===== config.mk =====
export PLATFORM = sky130hd
export DESIGN_NAME = dir_input_ctrl
export DESIGN_NICKNAME = d
export VERILOG_FILES = /design/src/rtl/dir_input_ctrl.sv
export SDC_FILE = /design/constraint.sdc
export NUM_CORES = 1
export LEC_CHECK = 0
export CAP_MARGIN = 20
export CORE_MARGIN = 2
export CORE_UTILIZATION = 45
export CTS_CLUSTER_DIAMETER = 200
export DETAILED_ROUTE_END_ITERATION = 8
export PLACE_DENSITY_LB_ADDON = 0.2
export SLEW_MARGIN = 20
export SYNTH_ARGS = -nofsm -noshare
export SYNTH_HDL_FRONTEND = slang
export SYNTH_SLANG_ARGS = --single-unit
export TNS_END_PERCENT = 30

===== constraint.sdc =====
create_clock -name clk -period 2.5 [get_ports clk]
set_input_delay 0.375 -clock clk [delete_from_list [all_inputs] [get_ports clk]]
set_output_delay 0.375 -clock clk [all_outputs]
set_load 0.01 [all_outputs]

===== src/rtl/dir_input_ctrl.sv =====
// Snake direction input controller: arbitrates button pulses, filters reversals, queues turns, commits on game_tick.
// All outputs registered, one cycle after the causing input; a full queue drops new turns unless a tick pops the same cycle.
module dir_input_ctrl #(
    parameter int QUEUE_DEPTH = 2
) (
    input  logic       clk,
    input  logic       rst,
    input  logic       btn_up_pulse,
    input  logic       btn_down_pulse,
    input  logic       btn_left_pulse,
    input  logic       btn_right_pulse,
    input  logic       game_active,
    input  logic       game_tick,
    output logic [1:0] dir,
    output logic       dir_changed,
    output logic       start_pulse,
    output logic       drop_pulse,
    output logic [2:0] queue_count
);

    typedef enum logic {IDLE, RUN} state_t;

    localparam logic [1:0] LAST_PTR  = 2'(QUEUE_DEPTH - 1);
    localparam logic [2:0] FULL_CNT  = 3'(QUEUE_DEPTH);
    localparam logic [1:0] DIR_UP    = 2'b00;
    localparam logic [1:0] DIR_RIGHT = 2'b01;
    localparam logic [1:0] DIR_DOWN  = 2'b10;
    localparam logic [1:0] DIR_LEFT  = 2'b11;

    state_t          state, state_nxt;
    logic [3:0][1:0] q;
    logic [1:0]      rd_ptr, wr_ptr, newest_ptr;
    logic [1:0]      win, ref_dir;
    logic            any_btn, running, leaving, accept, full, pop, push, drop;

    function automatic logic [1:0] next_ptr(input logic [1:0] p);
        return (p == LAST_PTR) ? 2'd0 : p + 2'd1;
    endfunction

    always_comb begin
        state_nxt  = game_active ? RUN : IDLE;
        any_btn    = btn_up_pulse | btn_down_pulse | btn_left_pulse | btn_right_pulse;
        running    = (state == RUN) && game_active;
        leaving    = (state == RUN) && !game_active;
        win        = DIR_RIGHT;
        if (btn_up_pulse)
            win = DIR_UP;
        else if (btn_down_pulse)
            win = DIR_DOWN;
        else if (btn_left_pulse)
            win = DIR_LEFT;
        newest_ptr = (wr_ptr == 2'd0) ? LAST_PTR : wr_ptr - 2'd1;
        // Reference is the newest pending turn, so chained turns are validated against each other.
        ref_dir    = (queue_count != 3'd0) ? q[newest_ptr] : dir;
        accept     = running && any_btn && (win != ref_dir) && (win != (ref_dir ^ 2'b10));
        full       = (queue_count == FULL_CNT);
        pop        = running && game_tick && (queue_count != 3'd0);
        push       = accept && (!full || pop);
        drop       = accept && full && !pop;
    end

    always_ff @(posedge clk) begin
        if (rst) begin
            state       <= IDLE;
            dir         <= DIR_RIGHT;
            dir_changed <= 1'b0;
            start_pulse <= 1'b0;
            drop_pulse  <= 1'b0;
            queue_count <= 3'd0;
            rd_ptr      <= 2'd0;
            wr_ptr      <= 2'd0;
        end else begin
            state       <= state_nxt;
            start_pulse <= (state == IDLE) && any_btn;
            dir_changed <= pop;
            drop_pulse  <= drop;
            if (leaving) begin
                dir         <= DIR_RIGHT;
                queue_count <= 3'd0;
                rd_ptr      <= 2'd0;
                wr_ptr      <= 2'd0;
            end else begin
                if (pop) begin
                    dir    <= q[rd_ptr];
                    rd_ptr <= next_ptr(rd_ptr);
                end
                if (push) begin
                    q[wr_ptr] <= win;
                    wr_ptr    <= next_ptr(wr_ptr);
                end
                queue_count <= queue_count + {2'b00, push} - {2'b00, pop};
            end
        end
    end

endmodule


# ---- Yosys cells after proc, flatten, opt, wreduce, memory -nomap -nowiden
# Index checks and enable logic that the tools add are counted.
dict set report word_totals {
  reg_bits 21
  word_cells 68
  mem_bits_ro 0
  out_inout_bits 8
  latch_bits 0
  in_bits 8
  mem_count 0
  ram_bits 0
}
dict set report classes {
  magnitude_cmp 4
  multipliers 0
  div 0
  mux 15
  addsub 5
  bitwise 7
  reduce_logical 20
  shifts 0
  eq_ne 5
}
# operator count
set op_table {}
lappend op_table {{$mux W2} 10}
lappend op_table {{$logic_and A1 B1 Y1} 12}
lappend op_table {{$lt A2 B3 Y1 const B} 3}
lappend op_table {{$bmux W2 S2} 2}
lappend op_table {{$bwmux W8} 1}
lappend op_table {{$add A2 B1 Y2 const B} 2}
lappend op_table {{$demux W2 S2} 1}
lappend op_table {{$eq A2 B1 Y1 const B} 2}
lappend op_table {{$ne A2 B2 Y1} 2}
lappend op_table {{$not A1 Y1} 4}
lappend op_table {{$add A3 B1 Y3} 1}
lappend op_table {{$eq A3 B2 Y1 const B} 1}
lappend op_table {{$logic_not A1 Y1} 3}
lappend op_table {{$or A1 B1 Y1} 3}
lappend op_table {{$reduce_and A3 Y1} 1}
lappend op_table {{$reduce_bool A3 Y1} 1}
lappend op_table {{$sub A3 B1 Y3} 1}
lappend op_table {{$ge A2 B1 Y1 const B} 1}
lappend op_table {{$logic_not A2 Y1} 1}
lappend op_table {{$reduce_or A2 Y1} 1}
lappend op_table {{$sub A2 B1 Y2 const B} 1}
lappend op_table {{$logic_or A1 B1 Y1} 1}
lappend op_table {{$mux W1} 1}

# ---- Depth between registers and ports, before layout
# Gate-level depths: netlist of run 1.
dict set report depth {
  ltp_word 11
  mapped_depth 13
  mapped_depth_nobuf 13
}

# ---- Least setup slack after synthesis of run 1
# Ideal clock, no wire load.
dict set report synth_path {
  kind {reg-to-reg}
  from {register queue_count[1]}
  to {register queue_count[2]}
  path_slack_ns -0.039
  path_stages_with_launch 13
  period_less_slack_ns 2.539
  required_time_ns 2.384
  path_buffers 0
  arrival_ns 2.423
  setup_ns 0.116
  path_cell_list {dfxtp_1 nor4b_1 nor4b_1 mux2_4 inv_1 ha_1 inv_1 ha_1 inv_1 fa_1 xor2_1 xnor2_1 nor2_1}
}
dict set report synth_via {
  elab_chain_len 8
  elab_cells_between_ends 14
  classes_between {add/sub (2); eq/ne (3); mux (1); bitwise (1); reduce/logical (7)}
}
# item line
set synth_lines {}
lappend synth_lines {{from (decl)} 18} ;# output logic [2:0] queue_count
lappend synth_lines {{from (signal assigned)} 91} ;# queue_count <= queue_count + {2'b00, push} - {2'b00, pop};
lappend synth_lines {{$reduce_bool A3 Y1} {54, 57}}
lappend synth_lines {{$mux W2} 54} ;# ref_dir = (queue_count != 3'd0) ? q[newest_ptr] : dir;
lappend synth_lines {{$ne A2 B2 Y1 or $not A1 Y1 (tied branches)} n/a}
lappend synth_lines {{$logic_and A1 B1 Y1 or $ne A2 B2 Y1 (tied branches)} 55} ;# accept = running && any_btn && (win != ref_dir) && (win != (ref_dir ^ 2'b10));
lappend synth_lines {{$logic_and A1 B1 Y1} 55}
lappend synth_lines {{$logic_and A1 B1 Y1} 58} ;# push = accept && (!full || pop);
lappend synth_lines {{$add A3 B1 Y3} 91}
lappend synth_lines {{$sub A3 B1 Y3 *} 91}
# Every way passes the cells marked *; elsewhere a longest branch is shown, timed or not.
# A chain may end at the register's enable or synchronous reset.

# ---- Final worst setup path of run 1
# Same ends and word-level chain as after synthesis.

==> metrics, run 1 <==
register share of total power 60.8%; via/cell ratio 4.956; Post-DP Area 0.001214 mm^2; layout cells sized above 1 39.81%; net switching fraction of the power 23.36%; number of cells on the worst hold path 3; number of routed nets with antenna violations 0; largest driver fanout on the critical path 3; post-cts hold buffer count 0; relative contribution of combinational cells to total power 12.8%; cells taking the most area after synthesis dfxtp_1 28%, edfxtp_1 26%, mux4_2 4.8%; standard-cell row count 16; post-synthesis average cell area 12.28 um^2; chip width 49.55 um; number of pins with negative max-slew slack in the final report 0; headroom to the max-slew limit 79.34%; global-route usage over all layers 15.45%; layout overhead on the synthesized area 39.41%; # Max-Cap Violations 0; share of synthesized area occupied by flip-flops and latches 53.62%; clock period minus worst slack 2.481 ns; VDD IR max 453.1 uV; final hold violation count 0; share of the synthesized area in the top cell type 27.88%; arrival time of the worst setup path 2.69 ns; first-pass GRT wire length 2898 um; power share of the clock group 26.5%; slew of the pin with the lowest slew margin 0.3086 ns; final core utilization 66.33%; worst-case setup slack after placement -0.3923 ns; final estimated routing congestion in global placement 0.7321; final net count 120; synthesized instance count 76; Total Die Area 0.002455 mm^2; internal power of the cells 464.0 uW; outcome completed; Antenna Diode Count 0; setup repair after global routing missed its margin yes; routed wire length per instance 13.09 um; Post-synth top flop dfxtp_1; Finished Cell Area 0.001301 mm^2; HPWL after detailed placement 1288 um; commonest cells after routing, fill and taps aside 13 x clkdlybuf4s50_1, 13 x buf_4, 12 x nor2_1; vias in the first global route 655; share of async-settable or async-resettable flops after synthesis 0%; worst hold slack after final layout 0.4820 ns; clock sinks 21; routed wire length 1767 um; total gr overflow 0; number of detailed-route iterations in the first pass 4; post-synthesis instance area 933.4 um^2; ratio of final minimum period to clock period 99.23%; placeable core region 0.001962 mm^2; Power per Cell Area 465.2 mW/mm^2; maximum frequency from static timing analysis 403.1 MHz; Net Switching 141.4 uW; ports placed on the boundary 16; least setup slack across all paths after layout 0.01926 ns; drt initial violations 4; Seq cells post-synth 21; critical path startpoint category flip-flop; CP endpoint kind flip-flop; Reg clk slew, reported paths 0.12 ns; Residual DRC 0; overall die height 49.55 um; syn_nets 87; number of antenna violations at the first check in global routing 0; Vias 669; total clock buffers created by CTS 3; clock tree from TritonCTS yes; unique cell type count in the Yosys netlist 29; Yosys warning total 0; maximum number of pins on one net before global-route repair 13; hold crit path type primary input to flip-flop; depth of the worst register-to-register path 13; number of buffers between clock root and the deepest sink 2; Synth area leader dfxtp_1; endpoints failing setup 0; final setup TNS 0 ns; count of H-tree levels built during CTS 1; Worst Path Required 2.71 ns; effective utilization at floorplan 47.58%; number of I/O port buffers 15; Post-synth EDFFs 8; clock root buffer clkbuf_4; post-route clock skew 0.01314 ns; Skew-Pair Late Insertion Delay 0.30 ns; leakage power summed over all cells 0.0004900 uW; crit path kind flip-flop to flip-flop
[cell usage after synthesis, types with 2 or more instances]
cell	instances
dfxtp_1	13
nor2_1	12
edfxtp_1	8
inv_1	4
mux2i_1	4
nand2_1	4
a21oi_1	3
and2_1	2
ha_1	2
mux2_4	2
mux4_2	2
nor4b_1	2
xnor2_1	2
[metal layers]
layer  GRT usage (%)  routed length, um
met5               0                  0
met4           5.556                 27
met3           2.424                 62
met2           26.00                867
met1           20.12                809
[cell families (layout without fill, tap and decap cells)]
| logic type | Yosys count | in the layout | share of synthesized area (%) |
|---|---|---|---|
| AO/OA/AOI/OAI | 8 | 8 | 6.032 |
| buffers and inverters | 4 | 36 | 1.608 |
| XOR/XNOR | 3 | 3 | 2.816 |
| flip-flops | 21 | 21 | 53.62 |
| multiplexers | 8 | 8 | 12.33 |
| AND/OR/NAND/NOR | 29 | 29 | 18.77 |
| adder cells (fa/ha/maj) | 3 | 3 | 4.825 |
[flip-flops by register name, indices dropped and copies added, names as in the netlist]
name,count
queue_count,3
dir_changed,1
state,1
q,8
dir,2
wr_ptr,2
drop_pulse,1
rd_ptr,2
start_pulse,1
[final timing paths]
kind	from	to	slack [ns]
worst max-delay path	queue_count[1]	queue_count[2]	0.02
worst min-delay path	game_active	state	0.48
worst min register to register	rd_ptr[1]	rd_ptr[1]	0.49
worst max register to register	queue_count[1]	queue_count[2]	0.02
[power by group through the flow]
stage / registers, uW / logic, uW / clock network [uW]
5_1_grt: 369 / 83.9 / 177
4_1_cts: 367 / 73.6 / 163
3_3_place_gp: 374 / 69.7 / 0
6_report: 368 / 77.2 / 160
2_1_floorplan: 375 / 29.9 / 0
3_5_place_dp: 374 / 70.2 / 0
[through the flow]
step / total power (uW) / instances
floorplan: 404.6 / 76
detailed placement: 444.0 / 130
CTS: 603.8 / 135
global placement: 443.2 / 130
finish: 605.4 / 135
global route: 629.9 / 135
[cell type report]
| type | instances | area, um^2 |
|---|---|---|
| fill | 171 | 660.6 |
| sequential | 21 | 505.5 |
| multi-input combinational | 51 | 474.2 |
| timing repair buffer | 28 | 245.2 |
| tap | 27 | 33.78 |
| clock buffer | 3 | 22.52 |
| inverter | 4 | 15.01 |
| clock inverter | 1 | 5.005 |
[critical path, stage by stage (launching register included)]
cell and delay (ns):
dfxtp_1 0.45, nor3_4 0.08, buf_4 0.15, a21oi_2 0.19, mux2_4 0.33, inv_2 0.07, ha_4 0.19, inv_2 0.06
ha_4 0.12, inv_2 0.04, fa_2 0.37, xor2_1 0.16, xnor2_1 0.13, nor2_1 0.06
[what timing repair did]
item,CTS,global route
endpoints found under the setup margin,1,1
gates resized for setup,10,7
pin swaps,4,5
buffers inserted,1,0
Power figures use the tool's default switching activity.
==> run 2, diff against run 1 <==
Settings changed: CAP_MARGIN 20 to 5.
==> results of run 2 <==
The final DEF is identical to that of run 1; final timing and power are the same.
==> run 3, diff against run 2 <==
Clock period 2.5 ns to 2.13 ns, I/O delays scaled along.
==> run 3 against run 2 <==
Compared with the run above: the run now ends with setup timing left; fmax up 0.41%; non-clock buffer count up 8; critical path depth unchanged; die area unchanged; global-route usage up 1.8 points; combinational power up 30%; first-iteration DRC count up 100%; routed wire length up 2.4%; sequential share of layout area down 0.38 points; count of clock-buffer cells in the layout unchanged; total power up 19%; clock skew down 0.011 ns.
==> metrics, run 3 (synthesized netlist as in run 1, its figures left out) <==
final setup TNS -0.5699 ns (-0.5699 ns); clock period minus worst slack 2.471 ns (-0.01014 ns); number of gates resized after CTS 0 (-10); total clock buffers created by CTS 3 (unchanged); worst setup slack for register-to-register paths -0.34 ns (-0.36 ns); maximum number of pins on one net before global-route repair 13 (unchanged); Total Die Area 0.002455 mm^2 (unchanged); headroom to the max-slew limit 72.19% (-7.2 points); layout overhead on the synthesized area 41.15%; outcome finished, violations left; setup repair after global routing missed its margin yes; final estimated routing congestion in global placement 0.7700 (+5.2%); ratio of final minimum period to clock period 116.0% (+17 points); clock root buffer clkbuf_4; flip-flop count of the largest register after layout 8 (unchanged); total gr overflow 0 (unchanged); vias in the first global route 683 (+4.3%); Residual DRC 0 (unchanged); number of antenna violations at the first check in global routing 0 (unchanged); count of H-tree levels built during CTS 1 (unchanged); routed wire length per instance 12.66 um (-3.3%); Vias 698 (+4.3%); Antenna Diode Count 0 (unchanged); endpoints failing setup 2 (+2); clock tree from TritonCTS yes; worst hold slack after final layout 0.5137 ns (+0.03170 ns); HPWL after detailed placement 1447 um (+12%); failing checks setup timing; largest driver fanout on the critical path 2 (-1); slew of the pin with the lowest slew margin 0.4172 ns (+0.1086 ns); post-route clock skew 0.002176 ns (-0.01096 ns); global-route usage over all layers 17.29% (+1.8 points); VDD IR max 376.8 uV (-17%); first-pass GRT wire length 3056 um (+5.5%); CP endpoint kind flip-flop; post-cts hold buffer count 0 (unchanged); maximum frequency from static timing analysis 404.8 MHz (+0.41%); number of routed nets with antenna violations 0 (unchanged); hold_sp rd_ptr[1]; non-filler cells in the finished layout 143 (+5.9%); Post-DP Area 0.001260 mm^2 (+3.8%); least setup slack across all paths after layout -0.3406 ns (-0.3599 ns); arrival time of the worst setup path 2.68 ns (about the same); ports placed on the boundary 16 (unchanged); Worst Path Required 2.34 ns (-0.37 ns); Filler cells 173 (+1.2%); final net count 128 (+6.7%); clock sinks 21 (unchanged); leading cell type in the layout, fill and taps excluded buf_4; standard-cell row count 16 (unchanged); via/cell ratio 4.881 (-1.5%); drt initial violations 8 (+4); placeable core region 0.001962 mm^2 (unchanged); number of I/O port buffers 15 (unchanged); layout cells sized above 1 36.21% (-3.6 points); critical path startpoint category flip-flop; routed wire length 1810 um (+2.4%); leakage power summed over all cells 0.0005288 uW (+7.9%); effective utilization at floorplan 47.58% (unchanged); final hold violation count 0 (unchanged); Skew-Pair Late Insertion Delay 0.30 ns (about the same); number of cells on the worst hold path 2 (-1); Finished Cell Area 0.001318 mm^2 (+1.2%); DP Cell Count 135 (+3.8%); hold crit path type flip-flop to flip-flop; number of buffers between clock root and the deepest sink 2 (unchanged); Reg clk slew, reported paths 0.12 ns (about the same); worst flop-to-flop path endpoint queue_count[2]; commonest cells after routing, fill and taps aside 21 x buf_4, 15 x clkdlybuf4s50_1, 12 x nor2_1; number of pins with negative max-slew slack in the final report 0 (unchanged); depth of the worst register-to-register path 13 (unchanged); worst-case setup slack after placement -0.6647 ns (-0.2724 ns); number of detailed-route iterations in the first pass 4 (unchanged); crit path kind flip-flop to flip-flop; register with the most flip-flops q; Crit Reg-Reg Startpoint q[4]; Endpoint, Worst Hold rd_ptr[1]; # Max-Cap Violations 0 (unchanged); top flop regs q x8, queue_count x3; chip width 49.55 um (unchanged); overall die height 49.55 um (unchanged); Power per Cell Area 548.0 mW/mm^2 (+18%)
-- run 3: worst max path at each step --
stage	start	slack, ns	end
finish	q[4]	-0.34	queue_count[2]
detailed placement	game_tick	-0.66	queue_count[2]
global placement	game_tick	-0.59	queue_count[2]
floorplan	queue_count[0]	-0.28	queue_count[2]
global route	q[4]	-0.45	queue_count[2]
CTS	q[4]	-0.35	queue_count[2]
-- run 3: per-layer routing --
layer  up-vias  global-route usage [%]  share of wire, %
met5         -                       0                 0
met4         0                   9.722               1.0
met3         2                   3.939               3.6
met2        14                   28.22                52
met1       324                   20.95                43
li1        358                       -                 -
-- run 3: through the flow --
stage / utilization (%) / total power [uW]
floorplan: - / 475.0
global placement: 64.22 / 528.9
detailed placement: 64.22 / 531.3
CTS: 66.39 / 727.5
global route: 67.16 / 756.2
finish: 67.16 / 721.9
-- run 3: power by group --
group	leakage, uW	internal [uW]	switching [uW]
combinational	0.000335	60.2	39.8
clock	0.0000177	70.0	124
sequential	0.000176	422	5.11
total	0.000529	553	169
-- run 3: layout make-up --
| class | count | area [um^2] | area share (%) |
|---|---|---|---|
| Clock inverter | 1 | 5.005 | 0.3799 |
| Sequential cell | 21 | 506.7 | 38.46 |
| Timing Repair Buffer | 36 | 307.8 | 23.36 |
| Multi-Input combinational cell | 51 | 426.7 | 32.38 |
| Clock buffer | 3 | 22.52 | 1.709 |
| Tap cell | 27 | 33.78 | 2.564 |
| Inverter | 4 | 15.01 | 1.140 |
-- run 3: what timing repair did --
item | in CTS | in global routing
endpoints found under the setup margin | 2 | 2
setup buffers | 2 | 2
pin swaps | 1 | 0
-- run 3: critical path, cell delays in order, from the launching register on --
cell and delay (ns):
edfxtp_1 0.42, mux2i_1 0.19, a211oi_2 0.10, a21oi_2 0.16, mux2_4 0.33, inv_1 0.06
ha_1 0.21, inv_1 0.05, ha_1 0.14, inv_1 0.06, fa_2 0.33, xor2_1 0.16
xnor2_1 0.14, nor2_1 0.05
